## src/rtl/pu_share_arbiter_pkg.sv

```systemverilog
// Shared definitions for the processing-unit share arbiter: default sizes,
// the in-flight tag record and the operand slice helper.
package pu_share_arbiter_pkg;

    localparam int XLEN_DFLT = 5;   // operand/result width, must match the PU
    localparam int NREQ_DFLT = 4;   // number of requesters (2..8)
    localparam int LAT_DFLT  = 2;   // PU latency, operands to result

    // Width of a requester index; never below one bit
    function automatic int id_w(input int n);
        return (n > 1) ? $clog2(n) : 1;
    endfunction

    // Default index width and the tag id width, sized for the largest NREQ (8)
    localparam int ID_W     = id_w(NREQ_DFLT);
    localparam int TAG_ID_W = id_w(8);

    // One in-flight job marker travelling alongside the PU pipeline
    typedef struct packed {
        logic                valid;
        logic [TAG_ID_W-1:0] id;
    } tag_t;

    // Operand k of requester i lives at slice index 4*i+k of req_ops
    function automatic int op_idx(input int i, input int k);
        return 4 * i + k;
    endfunction

endpackage

```

## src/rtl/pu_rr_picker.sv

```systemverilog
// Combinational round-robin picker: first eligible index at or after ptr,
// wrapping modulo NREQ.
module pu_rr_picker #(
    parameter int NREQ = 4,
    parameter int IDW  = 2
) (
    input  logic [NREQ-1:0] elig,
    input  logic [IDW-1:0]  ptr,
    output logic [NREQ-1:0] gnt,
    output logic [IDW-1:0]  gnt_idx,
    output logic            gnt_valid
);

    // Scan from ptr upward with wrap; the first hit wins
    always_comb begin
        int             j;
        logic [IDW-1:0] jj;
        gnt       = '0;
        gnt_idx   = '0;
        gnt_valid = 1'b0;
        j         = 0;
        jj        = '0;
        for (int off = 0; off < NREQ; off++) begin
            j = int'(ptr) + off;
            if (j >= NREQ) begin
                j = j - NREQ;
            end
            jj = IDW'(j);
            if (!gnt_valid && elig[jj]) begin
                gnt_valid = 1'b1;
                gnt[jj]   = 1'b1;
                gnt_idx   = jj;
            end
        end
    end

endmodule

```

## src/rtl/pu_share_arbiter.sv

```systemverilog
// Shares one fixed-latency 4-operand PU among NREQ requesters: round-robin
// issue, a tag pipeline matched to the PU latency, and per-requester result
// holding registers released by res_ack.
//
// Handshakes: a requester holds req and its operands until it sees gnt (the
// grant cycle is the transfer). A result is offered with res_valid and stays
// until res_ack is sampled high while res_valid is high; the requester may not
// be granted again until the cycle after that acknowledge.
module pu_share_arbiter
    import pu_share_arbiter_pkg::*;
#(
    parameter int XLEN = XLEN_DFLT,
    parameter int NREQ = NREQ_DFLT,
    parameter int LAT  = LAT_DFLT
) (
    input  logic                   clk,
    input  logic                   rst,
    input  logic [NREQ-1:0]        req,
    input  logic [NREQ*4*XLEN-1:0] req_ops,
    output logic [NREQ-1:0]        gnt,
    output logic [XLEN-1:0]        pu_num1,
    output logic [XLEN-1:0]        pu_num2,
    output logic [XLEN-1:0]        pu_num3,
    output logic [XLEN-1:0]        pu_num4,
    input  logic [XLEN-1:0]        pu_result,
    output logic [NREQ-1:0]        res_valid,
    output logic [NREQ*XLEN-1:0]   res_data,
    input  logic [NREQ-1:0]        res_ack
);

    localparam int IDW = id_w(NREQ);

    logic [NREQ-1:0]      busy_q, busy_d;
    logic [IDW-1:0]       ptr_q, ptr_d;
    tag_t                 tag_q [LAT];
    tag_t                 tag_d [LAT];
    logic [NREQ-1:0]      res_valid_q, res_valid_d;
    logic [NREQ*XLEN-1:0] res_data_q, res_data_d;

    logic [NREQ-1:0]      elig;
    logic [NREQ-1:0]      pick_gnt;
    logic [IDW-1:0]       pick_idx;
    logic                 pick_valid;
    logic                 grant_en;
    logic [NREQ-1:0]      cap_hit;
    logic [NREQ-1:0]      ack_hit;

    // A requester with a job in flight or a result still held is not eligible
    assign elig     = req & ~busy_q;
    assign grant_en = pick_valid & ~rst;
    assign gnt      = rst ? '0 : pick_gnt;

    pu_rr_picker #(
        .NREQ (NREQ),
        .IDW  (IDW)
    ) u_picker (
        .elig      (elig),
        .ptr       (ptr_q),
        .gnt       (pick_gnt),
        .gnt_idx   (pick_idx),
        .gnt_valid (pick_valid)
    );

    // Steer the granted requester's operands to the PU; zeros when idle
    always_comb begin
        pu_num1 = '0;
        pu_num2 = '0;
        pu_num3 = '0;
        pu_num4 = '0;
        for (int i = 0; i < NREQ; i++) begin
            if (gnt[i]) begin
                pu_num1 = req_ops[op_idx(i, 0)*XLEN +: XLEN];
                pu_num2 = req_ops[op_idx(i, 1)*XLEN +: XLEN];
                pu_num3 = req_ops[op_idx(i, 2)*XLEN +: XLEN];
                pu_num4 = req_ops[op_idx(i, 3)*XLEN +: XLEN];
            end
        end
    end

    // Pointer moves just past the winner; holds when nothing is granted
    always_comb begin
        ptr_d = ptr_q;
        if (grant_en) begin
            if (int'(pick_idx) == NREQ - 1) begin
                ptr_d = '0;
            end else begin
                ptr_d = pick_idx + IDW'(1);
            end
        end
    end

    // Tag pipeline: stage 0 records this cycle's issue, later stages shift
    always_comb begin
        tag_d[0].valid = grant_en;
        tag_d[0].id    = TAG_ID_W'(pick_idx);
        for (int s = 1; s < LAT; s++) begin
            tag_d[s] = tag_q[s-1];
        end
    end

    // Capture results from the last tag stage, release on ack, track busy
    always_comb begin
        cap_hit     = '0;
        ack_hit     = res_ack & res_valid_q;
        res_valid_d = res_valid_q;
        res_data_d  = res_data_q;
        busy_d      = busy_q;
        for (int i = 0; i < NREQ; i++) begin
            cap_hit[i] = tag_q[LAT-1].valid && (tag_q[LAT-1].id == TAG_ID_W'(i));
            if (cap_hit[i]) begin
                res_valid_d[i]                = 1'b1;
                res_data_d[i*XLEN +: XLEN]    = pu_result;
            end
            if (ack_hit[i]) begin
                res_valid_d[i] = 1'b0;
                busy_d[i]      = 1'b0;
            end
            if (grant_en && pick_gnt[i]) begin
                busy_d[i] = 1'b1;
            end
        end
    end

    // State registers; reset drops every in-flight tag and held result
    always_ff @(posedge clk) begin
        if (rst) begin
            busy_q      <= '0;
            ptr_q       <= '0;
            res_valid_q <= '0;
            res_data_q  <= '0;
            for (int s = 0; s < LAT; s++) begin
                tag_q[s] <= '0;
            end
        end else begin
            busy_q      <= busy_d;
            ptr_q       <= ptr_d;
            res_valid_q <= res_valid_d;
            res_data_q  <= res_data_d;
            tag_q       <= tag_d;
        end
    end

    assign res_valid = res_valid_q;
    assign res_data  = res_data_q;

    // busy blocks a re-grant, so a capture can never meet an ack of the same slot
    cap_ack_exclusive: assert property (@(posedge clk) disable iff (rst) (cap_hit & ack_hit) == '0);

endmodule

```

## config.mk

```make
export PLATFORM = sky130hd
export DESIGN_NAME = pu_share_arbiter
export DESIGN_NICKNAME = d
export VERILOG_FILES = /design/src/rtl/pu_share_arbiter_pkg.sv /design/src/rtl/pu_rr_picker.sv /design/src/rtl/pu_share_arbiter.sv
export SDC_FILE = /design/constraint.sdc
export NUM_CORES = 1
export LEC_CHECK = 0
export BUFFER_PORTS_ARGS = -buffer_cell sky130_fd_sc_hd__clkbuf_2
export CORE_ASPECT_RATIO = 1.1
export CORE_UTILIZATION = 30
export CTS_CLUSTER_DIAMETER = 40
export DETAILED_ROUTE_END_ITERATION = 16
export GPL_ROUTABILITY_DRIVEN = 0
export SLEW_MARGIN = 20
export SYNTH_ARGS = -nofsm -noshare
export SYNTH_HDL_FRONTEND = slang
export SYNTH_SLANG_ARGS = --single-unit
```

## constraint.sdc

```tcl
create_clock -name clk -period 7.9 [get_ports clk]
set_input_delay 0.395 -clock clk [delete_from_list [all_inputs] [get_ports clk]]
set_output_delay 0.395 -clock clk [all_outputs]
set_load 0.1 [all_outputs]
```

==> flow_metrics.env, run 1 <==
export IMPL_status="finished, final reports clean"
export IMPL_nets=518
export IMPL_worstSetupPathType="reg -> out"
export IMPL_min_path_type="in -> reg"
export IMPL_wl_mm=7.52
export IMPL_synth_top_area_share_pct=28.6
export IMPL_drt_iter0_drc=110
export IMPL_design_die_area_um2=8770
export IMPL_detail_route_wl_per_cell_um=14.3
export IMPL_yosysWarningCount=0
export IMPL_fmax_ghz=0.203
export IMPL_dr_max_layer_used="met4"
export IMPL_hold_depth=3
export IMPL_postRouteAntennaNets=0
export IMPL_grt_first_pass_wirelength_mm=11.0
export IMPL_finalClockSkew_ns=0.00229
export IMPL_reg2reg_to="busy_q[2]"
export IMPL_path_clk_slew_ns=0.07
export IMPL_cp_arrival_ns=4.53
export IMPL_clock_root_buffer="clkbuf_8"
export IMPL_synth_main_ff_cell="dfxtp_1"
export IMPL_worst_pin_slew_ns=0.733
export IMPL_synthDistinctLibCells=45
export IMPL_finalHoldViolCount=0
export IMPL_worstRegToRegCells=7
export IMPL_min_to="res_valid[3]"
export IMPL_grt_pass1_vias=2426
export IMPL_grt_ovfl_total=0
export IMPL_cp_common_cell="a221oi_1"
export IMPL_wl_met3_um=566
export IMPL_netlist_top_cell_by_area="dfxtp_1"
export IMPL_syn_inst=283
export IMPL_die_y_um=98.1
export IMPL_period_needed_ns=4.93
export IMPL_drv_slew=0
export IMPL_drive_gt1_share_pct=46.4
export IMPL_synth_edf_count=0
export IMPL_synthArstFlopShare_pct=0
export IMPL_post_cts_resized=0
export IMPL_numCtsBuffers=5
export IMPL_fin_tns_setup_ns=0
export IMPL_clk_path_buf_depth=2
export IMPL_postCtsSetupBuffers=0
export IMPL_route_met2_wl_mm=3.78
export IMPL_hpwlAfterDp_mm=5.95
export IMPL_grt_max_degree=36
export IMPL_wl_met1_mm=3.03
export IMPL_yosysSeqAreaShare_pct=28.6
export IMPL_ys_ff_latch=36
export IMPL_ios=143
export IMPL_initial_core_util_pct=31.4
export IMPL_slowest_stage="dfxtp_1"
export IMPL_end_kind="output pin"
export IMPL_vias=2647
export IMPL_grt_use_total_pct=16.2
export IMPL_syn_area_um2=2520
export IMPL_syn_nets=385
export IMPL_rsz0062_at_grt="no"
export IMPL_ys_top_cells_by_count="dfxtp_1, nand2_1, nor2_1"
export IMPL_core_area_um2=8040
export IMPL_grt_antenna_before_repair=0
export IMPL_post_route_period_util_pct=62.3
export IMPL_max_slew_margin_pct=51.1
export IMPL_cp_start_kind="register"
export IMPL_cp_max_fo=22
export IMPL_maxCapViolations=0
export IMPL_row_count=34
export IMPL_slowest_delay_ns=0.80
export IMPL_post_synth_top_count_cell="dfxtp_1"
export IMPL_port_buffers=142
export IMPL_cts_hold_buf=0
export IMPL_htreeDepth=2
export IMPL_drt_pass1_iterations=4
export IMPL_reg2reg_setup_slack_ns=4.03
export IMPL_die_w_um=89.4
export IMPL_worstPathRequired_ns=7.51
export IMPL_diodes=0
export IMPL_cts_sinks=36
export IMPL_drc=0
export IMPL_path_cells="inv_1 -> ha_1 -> mux4_2 -> a221oi_1 -> o32a_1 -> inv_2 -> a221oi_1 -> o21ai_1 -> clkbuf_2"
export IMPL_syn_avg_cell_area_um2=8.91
export IMPL_cts_tree="built"
export IMPL_hp_start="res_ack[3]"
export IMPL_synth_area_leaders="dfxtp_1, a221oi_2, mux2i_1"
export IMPL_finalSetupViolCount=0
export IMPL_critical_path_buf_inv_count=3
export IMPL_area_growth_pct=33.0
export IMPL_crit_family="compound AO/OA/AOI/OAI gates"
export IMPL_insertion_delay_ns=0.29
export IMPL_vias_per_cell=5.05
-- stage by stage --
stage / hold WS (ns) / util [%] / cells / setup slack [ns] / instance area, µm²
CTS: 0.386 / 41.7 / 524 / 2.92 / 3350
detailed placement: 0.426 / 40.5 / 517 / 3.29 / 3260
global route: 0.392 / 41.7 / 524 / 2.68 / 3350
finish: 0.392 / 41.7 / 524 / 2.97 / 3350
floorplan: 0.414 / - / 283 / 3.48 / 2520
global placement: 0.431 / 40.5 / 517 / 3.46 / 3260
-- per-layer routing --
layer | track usage, % | vias up
met2 | 30.5 | 127
li1 | - | 1292
met4 | 5.01 | 0
met1 | 17.4 | 1218
met3 | 3.89 | 10
met5 | 0 | -
-- worst reg2reg max path: cells and delay by family, from the launching register on --
| kind | cells | cell delay (ns) |
|---|---|---|
| AO/OA/AOI/OAI | 3 | 1.31 |
| adder cells (fa/ha/maj) | 1 | 0.49 |
| buffers and inverters | 2 | 0.74 |
| flip-flops | 1 | 0.80 |
| multiplexers | 1 | 0.42 |
-- cell families (layout without fill, tap and decap cells) --
kind of cell	Yosys count	in the layout	synth area share, %
xor+xnor	2	2	0.695
flops	36	36	28.6
buf+inv	25	158	6.00
fa+ha+maj	7	7	3.47
mux	32	32	15.8
compound gates	86	86	27.8
simple gates	95	95	17.6
-- flip-flops by register name, summed over array words and instances (netlist names), named ones only --
name and flops:
tag_d 3, tag_q 3, res_valid 4, ptr_q 1
busy_q 4, res_data 20
-- area by class of cell --
cell class                      instances  area (µm²)
Fill cell                             829        4690
Multi-Input combinational cell        222        1650
Timing Repair Buffer                  144         726
Sequential cell                        36         721
Tap cell                              108         135
Clock buffer                            7        96.3
Inverter                                7        26.3
-- worst max-delay path by stage --
stage | endpoint | slack [ns] | cells after the start
final | pu_num1[4] | 2.97 | 9
after global routing | pu_num1[4] | 2.68 | 9
after CTS | pu_num1[4] | 2.92 | 9
after detailed placement | pu_num1[4] | 3.29 | 9
after global placement | pu_num1[4] | 3.46 | 9
after floorplan | pu_num1[0] | 3.48 | 12
-- cell usage in the layout (no fill, tap or decap), types with 2 or more instances in the layout --
cell,count
mux4_2,6
nand2b_1,4
clkbuf_8,7
mux2_2,3
a21oi_1,4
nand2_1,35
ha_1,7
a221oi_2,19
a31o_2,4
nand3b_1,2
dfxtp_1,36
nor2_1,33
clkbuf_2,142
o21ai_1,20
nor2b_1,6
a21o_1,2
nand3_1,5
and2_1,2
buf_4,2
a221oi_1,2
o21ai_0,26
inv_1,5
mux2i_1,23
inv_2,2
Power of run 1 is not shown: default switching activity piles up to over one toggle a cycle in this logic, so the estimate is an artifact.
==> run 2: changes to the inputs <==
==> constraint.sdc (replaced) <==
create_clock -name clk -period 4.9 [get_ports clk]
set_input_delay 0.245 -clock clk [delete_from_list [all_inputs] [get_ports clk]]
set_output_delay 0.245 -clock clk [all_outputs]
set_load 0.1 [all_outputs]
==> flow_metrics.env, run 2 (synthesized netlist as in run 1, its figures left out) <==
export IMPL_status="finished, final reports clean"
export IMPL_cp_arrival_ns=4.25
export IMPL_path_clk_slew_ns=0.07
export IMPL_cts_tree="built"
export IMPL_rsz0062_at_grt="no"
export IMPL_hold_depth=3
export IMPL_finalSetupViolCount=0
export IMPL_path_cells="inv_1 -> ha_1 -> mux4_2 -> a2111oi_2 -> nand2_1 -> a31o_2 -> inv_2 -> nand2_1 -> o21ai_1 -> clkbuf_2"
export IMPL_postRouteAntennaNets=0
export IMPL_crit_family="buffers and inverters"
export IMPL_period_needed_ns=4.50
export IMPL_dr_max_layer_used="met4"
export IMPL_finalClockSkew_ns=0.00466
export IMPL_max_slew_margin_pct=52.0
export IMPL_finalHoldViolCount=0
export IMPL_initial_core_util_pct=31.4
export IMPL_wl_mm=7.45
export IMPL_numCtsBuffers=5
export IMPL_worstRegToRegCells=8
export IMPL_vias=2610
export IMPL_worstPathRequired_ns=4.66
export IMPL_grt_first_pass_wirelength_mm=11.0
export IMPL_die_w_um=89.4
export IMPL_multiInputGateArea_um2=1650
export IMPL_route_met2_wl_mm=3.82
export IMPL_worstSetupPathType="reg -> out"
export IMPL_cts_hold_buf=0
export IMPL_port_buffers=142
export IMPL_drv_slew=0
export IMPL_wl_met3_um=529
export IMPL_insertion_delay_ns=0.28
export IMPL_end_kind="output pin"
export IMPL_pre_cts_ws_ns=0.738
export IMPL_grt_pass1_vias=2371
export IMPL_row_count=34
export IMPL_drt_pass1_iterations=4
export IMPL_cp_depth=10
export IMPL_post_route_period_util_pct=91.7
export IMPL_diodes=0
export IMPL_detail_route_wl_per_cell_um=14.2
export IMPL_ios=143
export IMPL_fill_cells=804
export IMPL_fmax_ghz=0.222
export IMPL_final_common_cell="clkbuf_2"
export IMPL_clk_path_buf_depth=2
export IMPL_wl_met1_mm=3.07
export IMPL_post_cts_resized=0
export IMPL_cp_common_cell="nand2_1"
export IMPL_grt_antenna_before_repair=0
export IMPL_area_growth_pct=33.9
export IMPL_slowest_delay_ns=0.79
export IMPL_largest_register_ffs=20
export IMPL_register_area_um2=721
export IMPL_cts_sinks=36
export IMPL_vias_per_cell=4.97
export IMPL_grt_use_total_pct=16.0
export IMPL_cp_start_kind="register"
export IMPL_drt_iter0_drc=81
export IMPL_worst_pin_slew_ns=0.719
export IMPL_setup_slack_ns=0.405
export IMPL_min_path_type="in -> reg"
export IMPL_postCtsSetupBuffers=0
export IMPL_drc=0
export IMPL_nets=518
export IMPL_cp_max_fo=22
export IMPL_core_area_um2=8040
export IMPL_die_y_um=98.1
export IMPL_fin_tns_setup_ns=0
export IMPL_grt_max_degree=36
export IMPL_maxCapViolations=0
export IMPL_grt_ovfl_total=0
export IMPL_htreeDepth=2
export IMPL_drive_gt1_share_pct=46.8
export IMPL_mostFrequentLayoutCells="clkbuf_2, dfxtp_1, nand2_1"
export IMPL_hpwlAfterDp_mm=5.81
export IMPL_critical_path_buf_inv_count=3
export IMPL_clock_root_buffer="clkbuf_8"
export IMPL_slowest_stage="dfxtp_1"
export IMPL_design_die_area_um2=8770
[run 2: final timing paths]
kind | slack, ns | end | startpoint
worst max-delay path | 0.40 | pu_num1[1] | register
worst min-delay path | 0.25 | res_valid[1] | res_ack[1]
worst max register to register | 1.40 | busy_q[3] | register
worst min register to register | 0.44 | tag_q[0] | tag_d[0]
[run 2: stage by stage]
stage,util [%],hold WS [ns],cell area (µm²),cells
after floorplan,-,0.389,2520,283
after global placement,40.5,0.434,3260,517
after detailed placement,40.5,0.433,3260,517
after CTS,41.9,0.245,3370,525
after global routing,42.0,0.251,3380,525
final,42.0,0.252,3380,525
[run 2: cell type report]
class                      instances  share of cell area, %
tap                              108                   4.00
sequential                        36                   21.3
inverter                           7                  0.778
timing repair buffer             144                   21.6
clock inverter                     3                   1.26
multi-input combinational        222                   49.0
clock buffer                       5                   2.04
[run 2: metal layers]
layer  GRT usage (%)  up-vias
li1                -     1297
met1            17.9     1181
met2            30.6      126
met3            3.13        6
met4            2.69        0
met5               0        -
[run 2: worst reg2reg max path, cell delays in order (launching register included)]
cell and delay, ns:
dfxtp_1 0.79, inv_1 0.32, ha_1 0.48, mux4_2 0.41, a2111oi_2 0.42, nand2_1 0.10, a31o_2 0.38, inv_2 0.38
a31o_2 0.18
Power of run 2 is left out for the same reason.
==> run 3: changes to the inputs <==
--- a/config.mk
+++ b/config.mk
@@ -11,6 +11,7 @@
 export CTS_CLUSTER_DIAMETER = 40
 export DETAILED_ROUTE_END_ITERATION = 16
 export GPL_ROUTABILITY_DRIVEN = 0
+export REMOVE_ABC_BUFFERS = 1
 export SLEW_MARGIN = 20
 export SYNTH_ARGS = -nofsm -noshare
 export SYNTH_HDL_FRONTEND = slang
==> flow_metrics.env, run 3 (synthesized netlist as in run 1, its figures left out) <==
export IMPL_cts_hold_buf=0
export IMPL_insertion_delay_ns=0.29
export IMPL_route_met2_wl_mm=3.75
export IMPL_hold_worst_slack_ns=0.244
export IMPL_initial_core_util_pct=31.4
export IMPL_vias_per_cell=5.09
export IMPL_slowest_stage="dfxtp_1"
export IMPL_period_needed_ns=4.04
export IMPL_drt_pass1_iterations=4
export IMPL_register_area_um2=721
export IMPL_cp_arrival_ns=3.80
export IMPL_postRouteAntennaNets=0
export IMPL_hold_depth=3
export IMPL_core_area_um2=8040
export IMPL_reg2reg_setup_slack_ns=1.85
export IMPL_drc=0
export IMPL_rsz0062_at_grt="no"
export IMPL_end_kind="output pin"
export IMPL_mostFrequentLayoutCells="clkbuf_2, dfxtp_1, nand2_1"
export IMPL_wl_met3_um=593
export IMPL_slowest_delay_ns=0.52
export IMPL_wl_mm=7.66
export IMPL_die_y_um=98.1
export IMPL_grt_max_degree=23
export IMPL_die_w_um=89.4
export IMPL_largest_register_ffs=20
export IMPL_grt_use_total_pct=17.1
export IMPL_row_count=34
export IMPL_area_growth_pct=34.2
export IMPL_finalClockSkew_ns=0.00745
export IMPL_vias=2681
export IMPL_cp_max_fo=22
export IMPL_post_route_period_util_pct=82.5
export IMPL_multiInputGateArea_um2=1650
export IMPL_finalSetupViolCount=0
export IMPL_grt_ovfl_total=0
export IMPL_drv_slew=0
export IMPL_worstSetupPathType="reg -> out"
export IMPL_drt_iter0_drc=93
export IMPL_port_buffers=142
export IMPL_min_path_type="in -> reg"
export IMPL_clk_path_buf_depth=2
export IMPL_cp_common_cell="nand2_1"
export IMPL_worstPathRequired_ns=4.66
export IMPL_ios=143
export IMPL_final_common_cell="clkbuf_2"
export IMPL_worst_pin_slew_ns=0.605
export IMPL_clock_root_buffer="clkbuf_8"
export IMPL_numCtsBuffers=5
export IMPL_fill_cells=845
export IMPL_hpwlAfterDp_mm=6.04
export IMPL_post_cts_resized=0
export IMPL_drive_gt1_share_pct=46.8
export IMPL_path_cells="inv_1 -> ha_1 -> mux4_2 -> a2111oi_2 -> nand2_1 -> a31o_2 -> inv_2 -> nand2_1 -> o21ai_1 -> clkbuf_2"
export IMPL_crit_family="buffers and inverters"
export IMPL_detail_route_wl_per_cell_um=14.5
export IMPL_diodes=0
export IMPL_fmax_ghz=0.247
export IMPL_dr_max_layer_used="met4"
export IMPL_htreeDepth=2
export IMPL_critical_path_buf_inv_count=3
export IMPL_design_die_area_um2=8770
export IMPL_maxCapViolations=0
export IMPL_cts_sinks=36
export IMPL_postCtsSetupBuffers=0
export IMPL_status="finished, final reports clean"
export IMPL_nets=520
export IMPL_cp_depth=10
export IMPL_max_slew_margin_pct=59.5
export IMPL_wl_met1_mm=3.14
export IMPL_worstRegToRegCells=8
export IMPL_cp_start_kind="register"
export IMPL_grt_first_pass_wirelength_mm=11.8
export IMPL_grt_antenna_before_repair=0
export IMPL_grt_pass1_vias=2614
export IMPL_cts_tree="built"
export IMPL_path_clk_slew_ns=0.08
export IMPL_finalHoldViolCount=0
[run 3: cell count changes in the layout (fill, tap and decap cells not counted), sizes merged]
cell      delta
clkbuf       +2
buf          +1
clkinvlp     -1
[run 3: area by class of cell]
cell class | instances | share of cell area (%)
inverters | 7 | 0.776
well taps | 108 | 3.99
repair buffers | 146 | 21.9
multi-input cells | 222 | 48.9
flip-flops and latches | 36 | 21.3
clock buffers | 6 | 2.14
clock inverters | 2 | 1.04
[run 3: worst register-to-register path, cell delays in order, from the launching register on]
cell	delay, ns
dfxtp_1	0.52
inv_1	0.21
ha_1	0.45
mux4_2	0.42
a2111oi_2	0.43
nand2_1	0.10
a31o_2	0.37
inv_2	0.35
a31o_2	0.16
[run 3: per-layer routing]
layer,track usage [%],up-vias
met4,6.35,0
met5,0,-
li1,-,1297
met2,32.2,127
met3,3.97,14
met1,18.0,1243
[run 3: final timing paths]
check	startpoint	endpoint
max reg2reg	ptr_q[1]	busy_q[3]
min reg2reg	tag_d[0]	tag_q[0]
max	ptr_q[1]	pu_num3[0]
min	pu_result[0]	res_data[0]
[run 3: metrics by stage]
stage	TNS [ns]	cells	area [µm²]	utilization [%]	setup slack, ns
after floorplan	-0.0602	265	2400	-	-0.0602
after global placement	0	519	3270	40.7	1.32
after detailed placement	0	519	3270	40.7	1.19
after CTS	0	527	3380	42.0	0.855
after global routing	0	527	3380	42.1	0.558
final	0	527	3380	42.1	0.856
Power of run 3 is left out for the same reason.
